File: src/rtl/l2_rr_arbiter.sv
// Round-robin arbiter sharing one L2 port between the I-cache (read) and the
// D-cache (read / write-back). Latches the winning command, captures the L2
// read line, returns it with a one-cycle response pulse, and flags L2
// transactions that stall for too long.
module l2_rr_arbiter #(
  parameter int unsigned LINE_WIDTH = 128,
  parameter int unsigned TIMEOUT    = 255
) (
  input  logic                  clk,
  input  logic                  reset,
  // I-cache side
  input  logic                  inst_rd_req,
  input  logic [15:0]           inst_address,
  output logic                  inst_resp,
  output logic [LINE_WIDTH-1:0] inst_rdata,
  // D-cache side
  input  logic                  data_rd_req,
  input  logic                  data_wr_req,
  input  logic [15:0]           data_address,
  input  logic [LINE_WIDTH-1:0] data_wdata,
  output logic                  data_resp,
  output logic [LINE_WIDTH-1:0] data_rdata,
  // L2 side
  output logic                  L2_read,
  output logic                  L2_write,
  output logic [15:0]           L2_address,
  output logic [LINE_WIDTH-1:0] L2_wdata,
  input  logic [LINE_WIDTH-1:0] L2_rdata,
  input  logic                  L2_resp,
  // Watchdog
  output logic                  timeout_err
);

  typedef enum logic [2:0] {
    StIdle,
    StGntI,
    StGntDrd,
    StGntDwr,
    StRespI,
    StRespD
  } state_e;

  localparam logic [7:0] TimeoutCnt = 8'(TIMEOUT);

  state_e                state_q, state_d;
  logic                  last_d;       // 1: data was served last
  logic [15:0]           cmd_addr;
  logic [LINE_WIDTH-1:0] wdata_q;
  logic [LINE_WIDTH-1:0] rdata_q;
  logic [7:0]            wd_cnt;
  logic                  timeout_q;

  logic inst_req;
  logic data_req;
  logic grant_inst;
  logic in_gnt;
  logic gnt_entry;
  logic wd_stall;
  logic wd_hit;

  // Arbitration and watchdog decode from current inputs and state
  always_comb begin
    inst_req   = inst_rd_req;
    data_req   = data_rd_req | data_wr_req;
    // Inst wins when alone, or on a tie when data went last
    grant_inst = inst_req & (~data_req | last_d);
    in_gnt     = (state_q == StGntI) || (state_q == StGntDrd) || (state_q == StGntDwr);
    gnt_entry  = (state_q == StIdle) && (inst_req || data_req);
    wd_stall   = in_gnt && !L2_resp;
    // Fires on the stall cycle that brings the count up to TIMEOUT
    wd_hit     = wd_stall && (wd_cnt >= (TimeoutCnt - 8'd1));
  end

  // State register
  always_ff @(posedge clk or posedge reset) begin
    if (reset) begin
      state_q <= StIdle;
    end else begin
      state_q <= state_d;
    end
  end

  // Next-state logic
  always_comb begin
    state_d = state_q;
    case (state_q)
      StIdle: begin
        if (grant_inst) begin
          state_d = StGntI;
        end else if (data_wr_req) begin
          // Write-back precedes fill when both data requests are high
          state_d = StGntDwr;
        end else if (data_rd_req) begin
          state_d = StGntDrd;
        end
      end
      StGntI: begin
        if (L2_resp) state_d = StRespI;
      end
      StGntDrd, StGntDwr: begin
        if (L2_resp) state_d = StRespD;
      end
      StRespI, StRespD: begin
        // L2_resp is ignored here so a long response is consumed once
        state_d = StIdle;
      end
      default: state_d = StIdle;
    endcase
  end

  // Moore outputs decoded from the current state
  always_comb begin
    L2_read   = 1'b0;
    L2_write  = 1'b0;
    inst_resp = 1'b0;
    data_resp = 1'b0;
    case (state_q)
      StGntI, StGntDrd: L2_read   = 1'b1;
      StGntDwr:         L2_write  = 1'b1;
      StRespI:          inst_resp = 1'b1;
      StRespD:          data_resp = 1'b1;
      default: ;
    endcase
  end

  assign L2_address  = cmd_addr;
  assign L2_wdata    = wdata_q;
  assign inst_rdata  = rdata_q;
  assign data_rdata  = rdata_q;
  assign timeout_err = timeout_q;

  // Command latch: captured once on grant, stable for the whole transaction
  always_ff @(posedge clk or posedge reset) begin
    if (reset) begin
      cmd_addr <= '0;
      wdata_q  <= '0;
    end else if (gnt_entry) begin
      cmd_addr <= grant_inst ? inst_address : data_address;
      if (!grant_inst && data_wr_req) begin
        wdata_q <= data_wdata;
      end
    end
  end

  // Capture the L2 read line on the completing grant cycle
  always_ff @(posedge clk or posedge reset) begin
    if (reset) begin
      rdata_q <= '0;
    end else if (in_gnt && L2_resp) begin
      rdata_q <= L2_rdata;
    end
  end

  // Round-robin history, updated when the response is delivered
  always_ff @(posedge clk or posedge reset) begin
    if (reset) begin
      last_d <= 1'b1;
    end else if (state_q == StRespI) begin
      last_d <= 1'b0;
    end else if (state_q == StRespD) begin
      last_d <= 1'b1;
    end
  end

  // Watchdog counter: cleared on grant entry, saturates at TIMEOUT
  always_ff @(posedge clk or posedge reset) begin
    if (reset) begin
      wd_cnt <= '0;
    end else if (gnt_entry) begin
      wd_cnt <= '0;
    end else if (wd_stall && (wd_cnt < TimeoutCnt)) begin
      wd_cnt <= wd_cnt + 8'd1;
    end
  end

  // Sticky timeout flag; the stalled transaction keeps waiting
  always_ff @(posedge clk or posedge reset) begin
    if (reset) begin
      timeout_q <= 1'b0;
    end else if (wd_hit) begin
      timeout_q <= 1'b1;
    end
  end

endmodule

File: config.mk
export PLATFORM = sky130hd
export DESIGN_NAME = l2_rr_arbiter
export DESIGN_NICKNAME = d
export VERILOG_FILES = /design/src/rtl/l2_rr_arbiter.sv
export SDC_FILE = /design/constraint.sdc
export NUM_CORES = 1
export LEC_CHECK = 0
export ABC_AREA = 1
export CAP_MARGIN = 20
export CORE_AREA = 4 4 269 271
export CTS_CLUSTER_DIAMETER = 60
export DETAILED_ROUTE_END_ITERATION = 7
export DIE_AREA = 0 0 273 275
export PLACE_DENSITY = 0.4
export SLEW_MARGIN = 20
export SYNTH_ARGS = -nofsm -noshare
export SYNTH_HDL_FRONTEND = slang
export SYNTH_SLANG_ARGS = --single-unit
File: constraint.sdc
create_clock -name clk -period 13.4 [get_ports clk]
set_input_delay 2.01 -clock clk [delete_from_list [all_inputs] [get_ports clk]]
set_output_delay 2.01 -clock clk [all_outputs]
set_load 0.01 [all_outputs]
# [Yosys cells after proc, flatten, opt, wreduce, memory -nomap -nowiden]
# Index checks and enable logic that the tools add are counted.
[totals] regBits=285 latchBits=0 mem_bits_rw=0 mem_bits_ro=0 input_bits=294 out_inout_bits=405 wordCells=55 n_memories=0
[classes] addsub=1 mul=0 div=0 order_cmp=2 n_eq_ne=8 n_shift=0 muxes=15 bitwise_logic=4 reduce_logical=18
[op_table] op="16-bit two-way mux" count=1
[op_table] op="8-bit two-way mux" count=2
[op_table] op="3-bit two-way mux" count=5
[op_table] op="3-bit case mux with 3 select lines" count=1
[op_table] op="8-bit by 1-bit adder with 8-bit output (second input constant)" count=1
[op_table] op="8-bit greater-or-equal comparator (second input constant)" count=1
[op_table] op="8-bit < comparator (second input constant)" count=1
[op_table] op="3-bit by 2-bit == test with 1-bit output (second input constant)" count=2
[op_table] op="3-bit == test (second input constant)" count=2
[op_table] op="1-bit logical AND" count=6
[op_table] op="1-bit two-way mux" count=6
[op_table] op="2-bit != test (second input constant)" count=2
[op_table] op="4-bit != test (second input constant)" count=1
[op_table] op="2-bit nonzero test" count=2
[op_table] op="2-bit OR reduction" count=2
[op_table] op="3-bit by 1-bit == test with 1-bit output (second input constant)" count=1
[op_table] op="3-bit zero test" count=1
[op_table] op="1-bit logical OR" count=3
[op_table] op="3-bit AND reduction" count=1
[op_table] op="1-bit zero test" count=2
[op_table] op="1-bit bitwise OR" count=2
[op_table] op="2-bit AND reduction" count=1
[op_table] op="1-bit bitwise AND" count=1
[op_table] op="1-bit NOT" count=1

# [Longest topological paths before layout]
# Gate-level depths: netlist of the first run.
[depth] ltp_word=7 mapped_depth=9 depth_no_buf=9

# [Worst setup path before layout of the first run]
# Ideal clock, no wire load.
[synth_timing] path_type="input -> register" start="input port inst_rd_req" end="register cmd_addr[0] (netlist: L2_address[0])" setup_ns=0.124 arrival_time_ns=2.809 t_required_ns=13.276 slack_ns=10.467 cell_stages=7 path_buffers=2 path_cell_list="buf_2 nand3b_1 nand2_2 inv_2 buf_6 nor2_1 a21oi_1"
[synth_between] elab_chain_len=2 elab_cells_between_ends=4 cone_classes="mux: 1; bitwise: 1; reduce/logical: 2"
[synth_lines] element="from (decl)" line_no="12" rtl="input logic inst_rd_req,"
[synth_lines] element="1-bit bitwise AND / 1-bit logical OR (equally long branches)" line_no="66, 68"
[synth_lines] element="16-bit two-way mux / 1-bit logical AND (equally long branches)" line_no="138, 68"
[synth_lines] element="to (signal assigned)" line_no="138" rtl="cmd_addr <= grant_inst ? inst_address : data_address;"
[synth_lines] element="to (decl)" line_no="47" rtl="logic [15:0] cmd_addr;"
# Parallel ways exist; a longest one is shown, timed or not.
# A chain may end at the register's enable or synchronous reset.

# [Worst setup path after layout of the first run]
[layout_timing] start="input port inst_rd_req" end="register wdata_q[66] (netlist: L2_wdata[66])"
[layout_between] elab_chain_len=4 elab_cells_between_ends=6 cone_classes="bitwise: 1; reduce/logical: 5"
[layout_lines] element="1-bit bitwise AND" line_no="66" rtl="grant_inst = inst_req & (~data_req | last_d);"
[layout_lines] element="1-bit zero test" line_no="139" rtl="if (!grant_inst && data_wr_req) begin"
[layout_lines] element="1-bit logical AND" line_no="139"
[layout_lines] element="2-bit AND reduction (no source line) *"
[layout_lines] element="to (signal assigned)" line_no="140" rtl="wdata_q <= data_wdata;"
[layout_lines] element="to (decl)" line_no="48" rtl="logic [LINE_WIDTH-1:0] wdata_q;"
# Every way passes the cells marked *; elsewhere a longest branch is shown, timed or not.

==> results.cfg, run 1 <==
[floorplan]
die_area_sq_um = 75100
chipWidth_um = 273
die_h_um = 275
io_pins = 699
core_sq_um = 69800
initial_core_util = 0.182
core.rowCount = 97

[clock_tree]
clockRootBuffer = clkbuf_16
clkSlewWorstSetupHoldPaths_ns = 0.06
clock_latency_ns = 0.54
cts_hold_buf = 0
cts.path.max_buffers = 3
htreeDepth = 2
cts_tree = done
cts.sinks = 285
cts_resized = 0
cts_made_buffers = 43
cts_setup_buffers = 0

[placement]
place_inst = 2865
placed_cell_area_sq_um = 19600
place_hpwl_mm = 42.2
numPortBuffers = 698
gp_congestion = 0.806

[critical_path]
critPathTopFamily = simple AND/OR/NAND/NOR gates
path_buf_inv = 2
critPathMaxStageDelay_ns = 0.75
cp.arrival_ns = 5.07
crit_fanout = 174
critical_path_class = primary input to flop
endpoint_kind = flop
cp_cell_sequence = clkdlybuf4s50_1 -> nand2_4 -> nand3_4 -> buf_12 -> nand2_1 -> o21ai_2
crit_slowest_cell = clkdlybuf4s50_1
required_ns = 13.80
cp-start-kind = primary input

[routing]
via_count = 11000
drt-pass1-iter-count = 5
routed_wirelength_mm = 55.2
drtIter0Drc = 591
wire_per_inst_um = 18.8
via_per_inst = 3.75
drc_errors = 0
antenna_left = 0

[hold_path]
holdCritPathClass = flop to flop

[global_route]
grt_overflow = 0
grt_max_degree = 175
antenna_found_initial = 8
grt_pass1_wl_mm = 78.2
grt_usage = 0.139
grt_pass1_vias = 11300

[finish]
syn_to_final_growth_pct = 65.0
final_cells = 2939
drive_gt1_frac = 0.0896
fillCellCount = 7317
layout_common_cells = clkdlybuf4s50_1, nand2_1, dfrtp_1
nets = 2266
multi_input_area_sq_um = 3670
seqCellArea_sq_um = 7130
final_cell_area_sq_um = 21000
final_core_util = 0.301
layout_commonest_cell = clkdlybuf4s50_1

[sta]
max_slew_margin = 0.329
worst_pin_slew_ns = 1.01
finalSetupViolCount = 0
period_minus_slack_ns = 4.68
grt_setup_unrepaired = no
period_share = 0.349
finalSetupTns_ns = 0
fmax_mhz = 214
finClkSkew_ns = 0.0216
drv_slew = 0
hold_viol = 0

[logic_synthesis]
synth_nets = 1708
syn_inst = 1412
synth.cell_area_sq_um = 12700
syn_avg_cell_area_sq_um = 9.01
synth-edff-count = 0
synth-seq-area-share = 0.561
synth_ff_type = dfrtp_1
async_flop_share = 1.00
yosysWarnings = 0
ys_seq_elements = 285
ys_types = 30

[run]
maxCapViolations = 0

[pwr]
p_leak_uw = 0.00971
vdd_drop_max_uv = 86.6
powerDensity_nw_per_um2 = 246

[outcome]
status = completed
[routing by layer]
metal / part of all wire / routed length, um / track usage / vias to the layer above
li1: - / - / - / 5308
met1: 0.38 / 21100 / 0.158 / 5131
met2: 0.48 / 26500 / 0.235 / 490
met3: 0.11 / 6030 / 0.0632 / 73
met4: 0.027 / 1470 / 0.0445 / 8
met5: 0.00098 / 54 / 0 / -
[cells in the mapped netlist (3+ instances only)]
library cell / number / area, sq um
clkbuf_1: 15 / 56.3
buf_6: 19 / 214
nor2_1: 29 / 109
nand3_1: 25 / 125
inv_1: 138 / 518
o21ai_0: 9 / 45.0
buf_2: 27 / 135
o21ai_2: 90 / 788
nand2_2: 3 / 18.8
dfrtp_1: 284 / 7110
a21oi_1: 33 / 165
o21ai_1: 32 / 160
nand2_1: 551 / 2070
buf_4: 130 / 976
inv_2: 6 / 22.5
[final cells by class]
cell class                 count  share of cell area
antenna                        2            0.000238
clock buffer                  59              0.0590
clock inverter                13             0.00775
inverter                     144              0.0262
multi-input combinational    792               0.175
sequential                   285               0.340
tap                          940              0.0560
timing repair buffer         704               0.336
[through the flow]
step                setup WS, ns  hold slack (ns)  total power [uW]
floorplan                   3.53            0.473              2740
global placement            8.36            0.461              4100
detailed placement          8.34            0.458              4110
CTS                         8.93            0.479              5290
global route                8.60            0.498              5520
finish                      8.72            0.474              5160
[registers in the layout, indices dropped and copies added, names as in the netlist]
register / cells
timeout_err: 1
state_q: 3
L2_wdata: 128
wd_cnt: 8
data_rdata: 128
last_d: 1
L2_address: 16
[where the power goes]
group | internal, uW | switching (uW)
Combinational | 1270 | 1170
Clock | 702 | 422
Sequential | 1260 | 333
[tightest hold or removal path, delay by kind of cell, from the launching register on]
family	cells	cell delay [ns]
AOI/OAI and AO/OA	1	0.05
DFF	1	0.33
and+or+nand+nor	1	0.06
[cell families (layout without fill, tap and decap cells)]
group                    count (synthesis)  after routing  share of synthesized area
AO/OA/AOI/OAI                          167            167                     0.0929
XOR/XNOR                                 3              3                    0.00207
adder cells (fa/ha/maj)                  2              2                    0.00197
buffers and inverters                  335            920                      0.151
flip-flops                             285            285                      0.561
other                                    0              2                          0
AND/OR/NAND/NOR                        620            620                      0.191
[worst paths after layout]
check                             start             end  slack (ns)  cells past startpoint
max in group asynchronous         reset    L2_wdata[62]        9.49                      4
max                         inst_rd_req    L2_wdata[66]        8.72                      6
min reg2reg                L2_wdata[58]    L2_wdata[58]        0.47                      2
min                        L2_wdata[58]    L2_wdata[58]        0.47                      2
min in group asynchronous         reset   L2_address[4]        2.08                      2
max reg2reg                  state_q[2]  data_rdata[11]       10.37                      6
No activity file was read; power rests on OpenSTA's default activity.
==> run 2, diff against run 1 <==
==> constraint.sdc (replaced) <==
create_clock -name clk -period 4.8 [get_ports clk]
set_input_delay 0.72 -clock clk [delete_from_list [all_inputs] [get_ports clk]]
set_output_delay 0.72 -clock clk [all_outputs]
set_load 0.01 [all_outputs]
==> results.cfg, run 2 (synthesized netlist as in run 1, its figures left out) <==
[finish]
antennaDiodeCount = 0
final_core_util = 0.303
drive_gt1_frac = 0.0942
final_cells = 2946
layout_common_cells = clkdlybuf4s50_1, nand2_1, dfrtp_1
nets = 2274
syn_to_final_growth_pct = 66.3
layout_commonest_cell = clkdlybuf4s50_1

[routing]
drtIter0Drc = 524
wire_per_inst_um = 19.3
routed_wirelength_mm = 56.8
via_count = 11000
drc_errors = 0
antenna_left = 0
drt-pass1-iter-count = 4
via_per_inst = 3.72

[critical_path]
critPathTopFamily = buffers and inverters
rr_worst_depth = 8
rr_startpoint = last_d
required_ns = 5.26
reg2reg_slack_ns = 2.10
reg2reg_to = L2_wdata[105]
cp.arrival_ns = 3.53
crit_slowest_cell = clkdlybuf4s50_1
cp-start-kind = primary input
endpoint_kind = flop
critical_path_class = primary input to flop
critPathMaxStageDelay_ns = 0.89
path_buf_inv = 3
cp_cell_sequence = clkdlybuf4s50_1 -> nand2_4 -> nand3_4 -> buf_12 -> buf_4 -> nand2_1 -> o21ai_2
crit_fanout = 183

[clock_tree]
cts_resized = 0
cts_hold_buf = 0
clock_latency_ns = 0.54
cts_made_buffers = 42
cts.sinks = 285
clkSlewWorstSetupHoldPaths_ns = 0.05
cts.path.max_buffers = 3
htreeDepth = 2
clockRootBuffer = clkbuf_16
cts_tree = done
cts_setup_buffers = 0

[hold_path]
hold_start = L2_wdata[77]
min_path_cells = 2
worstHoldEndpoint = L2_wdata[77]
holdCritPathClass = flop to flop

[floorplan]
core_sq_um = 69800
io_pins = 699
chipWidth_um = 273
initial_core_util = 0.182
core.rowCount = 97
die_area_sq_um = 75100
die_h_um = 275

[pwr]
p_leak_uw = 0.00980
vdd_drop_max_uv = 337
p_total_uw = 14700
seqPwrFrac = 0.304
swShare = 0.373
powerDensity_nw_per_um2 = 693
comb_power_share = 0.474
clkPwrFrac = 0.223
intPower_uw = 9190
p_switching_uw = 5470

[global_route]
grt_pass1_vias = 11700
grt_max_degree = 184
grt_usage = 0.144
grt_overflow = 0
antenna_found_initial = 3
grt_pass1_wl_mm = 80.5

[placement]
place_inst = 2873
gp_congestion = 0.804
place_hpwl_mm = 44.3
numPortBuffers = 698

[sta]
drv_slew = 0
period_minus_slack_ns = 3.06
fmax_mhz = 326
worst_pin_slew_ns = 1.02
whs_ns = 0.477
grt_setup_unrepaired = no
finalSetupViolCount = 0
hold_viol = 0
finClkSkew_ns = 0.0151
finalSetupTns_ns = 0
max_slew_margin = 0.320
period_share = 0.638

[run]
maxCapViolations = 0

[outcome]
status = completed
## run 2: power groups by stage
stage                     Combinational (uW)  Clock [uW]  Sequential [uW]
after floorplan                         2940           0             4720
after global placement                  7120           0             4480
after global routing                    7530        3500             4610
final                                   6950        3270             4450
after detailed placement                7110           0             4490
after CTS                               7130        3400             4490
## run 2: worst max path at each step
stage,startpoint,endpoint,slack (ns),cells past startpoint
final,inst_rd_req,L2_wdata[105],1.74,7
after global routing,inst_rd_req,L2_wdata[105],1.50,7
after CTS,inst_rd_req,L2_wdata[105],1.73,7
after detailed placement,inst_rd_req,L2_wdata[105],1.14,7
after global placement,inst_rd_req,L2_wdata[108],1.24,7
after floorplan,reset,L2_address[0],0.30,1
## run 2: layout make-up
| cell class | count | area, sq um |
|---|---|---|
| clock buffer | 57 | 1220 |
| clock inverter | 15 | 248 |
| fill | 7331 | 48600 |
| inverter | 144 | 547 |
| multi-input combinational | 792 | 3670 |
| sequential | 285 | 7130 |
| tap | 940 | 1180 |
| timing repair buffer | 713 | 7160 |
## run 2: metrics by stage
stage	setup WS [ns]	instance area, sq um
finish	1.74	21200
floorplan	0.304	12700
detailed placement	1.14	19700
global placement	1.24	19700
global route	1.50	21200
CTS	1.73	21100
## run 2: worst reg2reg max path: cells and delay by family (launching register included)
kind | cells | cell delay (ns)
flip-flops | 1 | 0.53
AO/OA/AOI/OAI | 1 | 0.07
AND/OR/NAND/NOR | 4 | 0.78
buffers and inverters | 3 | 1.24
## run 2: metal layers
layer,routed length [um],global-route usage,vias to the layer above
met4,1330,0.0402,4
met3,5910,0.0612,62
met5,22,0,-
li1,-,-,5314
met2,28200,0.256,471
met1,21300,0.159,5104
==> patch, RTL diff (config.mk and constraints of run 1) <==
Change the parameter `LINE_WIDTH` from 128 to 124.
--- a/src/rtl/l2_rr_arbiter.sv
+++ b/src/rtl/l2_rr_arbiter.sv
@@ -4,5 +4,5 @@
 // transactions that stall for too long.
 module l2_rr_arbiter #(
-  parameter int unsigned LINE_WIDTH = 128,
+  parameter int unsigned LINE_WIDTH = 124,
   parameter int unsigned TIMEOUT    = 255
 ) (
Ports: changed (5 resized); port bits go from 699 to 679. The function was not compared with the original's and may differ.
==> patch against run 1 <==
- sequential cell count is 8 lower
- synthesized area decreased by 5.9%
- hold slack improved by 0.014 ns
- final area is 4.0% lower
- wire length shrank 5.9%
- total power is 4.8% lower
- global-route usage decreased by 0.91 points
- combinational power is 8% lower
- first-iteration DRC count decreased by 15%
- setup slack worse by 0.067 ns
- die area unchanged
- critical endpoint is now L2_wdata[64]$_DFFE_PP0P_
==> patch: results <==
group,metric,value,unit
outcome,status,"completed",
placed_design,placed_cell_area,18700,µm²
clock_network,cts.clk_slew.worst_paths,0.06,ns
timing,holdWs,0.488,ns
clock_network,post_cts_buffers,0,
global_routing,grt_util_met3,0.0300,
floorplanning,die_w,273,µm
clock_network,clock_path_buffers,3,
clock_network,cts_buffers,42,
clock_network,root_buffer,"clkbuf_16",
global_routing,grt_max_degree,103,
worst_setup_path,cp.arrival,5.20,ns
drt,dr_wl_met3,2.89,mm
drt,routedWlPerCell,18.0,µm
drt,drt_first_pass_iters,4,
clock_network,htreeDepth,2,
synth,synth_area_leaders,"dfrtp_1 58%, nand2_1 17%, buf_4 9.0%, o21ai_1 5.0%, inv_1 4.2%",
power_and_ir_drop,p_switching,1.81,mW
drt,wl_met1,20.5,mm
global_routing,grt_util_met1,0.153,
global_routing,grt_usage,0.130,
synth,yosys-top-cells-count,"535 x nand2_1, 276 x dfrtp_1, 143 x buf_4, 135 x inv_1, 120 x o21ai_1",
worst_setup_path,reg2regPathDepth,7,
placed_design,dp.cells,2813,
placed_design,dp_hpwl,39.0,mm
placed_design,dpl_worst_slack,8.07,ns
synth,yosysWarnings,0,
power_and_ir_drop,irDropWorstVdd,94.3,µV
worst_setup_path,crit_path_max_fanout,102,
layout,drive_gt1_frac,0.0487,
worst_setup_path,critPathSlowestCell,"buf_4",
clock_network,post_cts_resized,0,
layout,area_growth,68.4,%
drt,vias,10572,
placed_design,portBuffers,678,
synth,syn_avg_cell_area,8.72,µm²
synth,synthesis.nets,1660,
drt,dr.first_iter.drc_count,501,
power_and_ir_drop,p_leak,9.31,nW
layout,n_fill_cell,7383,
timing,skew,0.0168,ns
drt,wl,51.9,mm
timing,tightest_slew,1.03,ns
worst_setup_path,critPathMaxStageDelay,0.87,ns
placed_design,gp_congestion,0.778,
timing,period_needed,4.74,ns
global_routing,met2_usage,0.236,
global_routing,antenna_found_initial,6,
synth,yosysSeqAreaShare,0.579,
drt,met2WireLength,27.4,mm
worst_setup_path,reg2reg_setup_slack,10.37,ns
drt,top_layer_used,"met5",
global_routing,grt_pass1_wl,74.3,mm
synth,synth_cell_types,31,
layout,final_nets,2205,
patch: cell count changes after synthesis, sizes merged:
cell    change
clkbuf      -4
buf         -3
o21ai       -3
dfrtp       -8
nand2      -18
inv         -4
patch: logic make-up after synthesis:
logic type                 synth area share
adders and majority gates           0.00209
DFF                                   0.579
and+or+nand+nor                       0.196
buffers and inverters                 0.150
xor gates and xnor gates            0.00220
AOI/OAI and AO/OA                    0.0701
patch: final cells by class:
cell class	count	area share
diodes	3	0.000372
clock buffers	54	0.0579
clock inverters	23	0.0122
inverters	140	0.0266
multi-input cells	771	0.161
flip-flops and latches	277	0.344
well taps	940	0.0583
repair buffers	685	0.339
patch: final timing paths:
| path | start | endpoint |
|---|---|---|
| setup / recovery | data_wr_req | L2_wdata[64]$_DFFE_PP0P_ |
| hold / removal | L2_wdata[95]$_DFFE_PP0P_ | L2_wdata[95]$_DFFE_PP0P_ |
| setup reg to reg | last_d$_DFFE_PP1P_ | L2_wdata[64]$_DFFE_PP0P_ |
| hold reg to reg | L2_wdata[95]$_DFFE_PP0P_ | L2_wdata[95]$_DFFE_PP0P_ |
| max in group asynchronous | reset | data_rdata[117]$_DFFE_PP0P_ |
| min in group asynchronous | reset | state_q[1]$_DFFE_PP0P_ |
patch: power by group through the flow:
stage	Sequential, mW	Clock (mW)	Combinational, mW
4_1_cts	1.56	1.17	2.30
3_3_place_gp	1.56	0	2.29
2_1_floorplan	1.64	0	0.937
3_5_place_dp	1.57	0	2.29
6_report	1.55	1.12	2.25
5_1_grt	1.60	1.20	2.44
patch: worst max-delay path: cells and delay by family:
| kind | cells | cell delay (ns) |
|---|---|---|
| buffers and inverters | 2 | 1.40 |
| AND/OR/NAND/NOR | 3 | 1.03 |
| AO/OA/AOI/OAI | 2 | 0.60 |
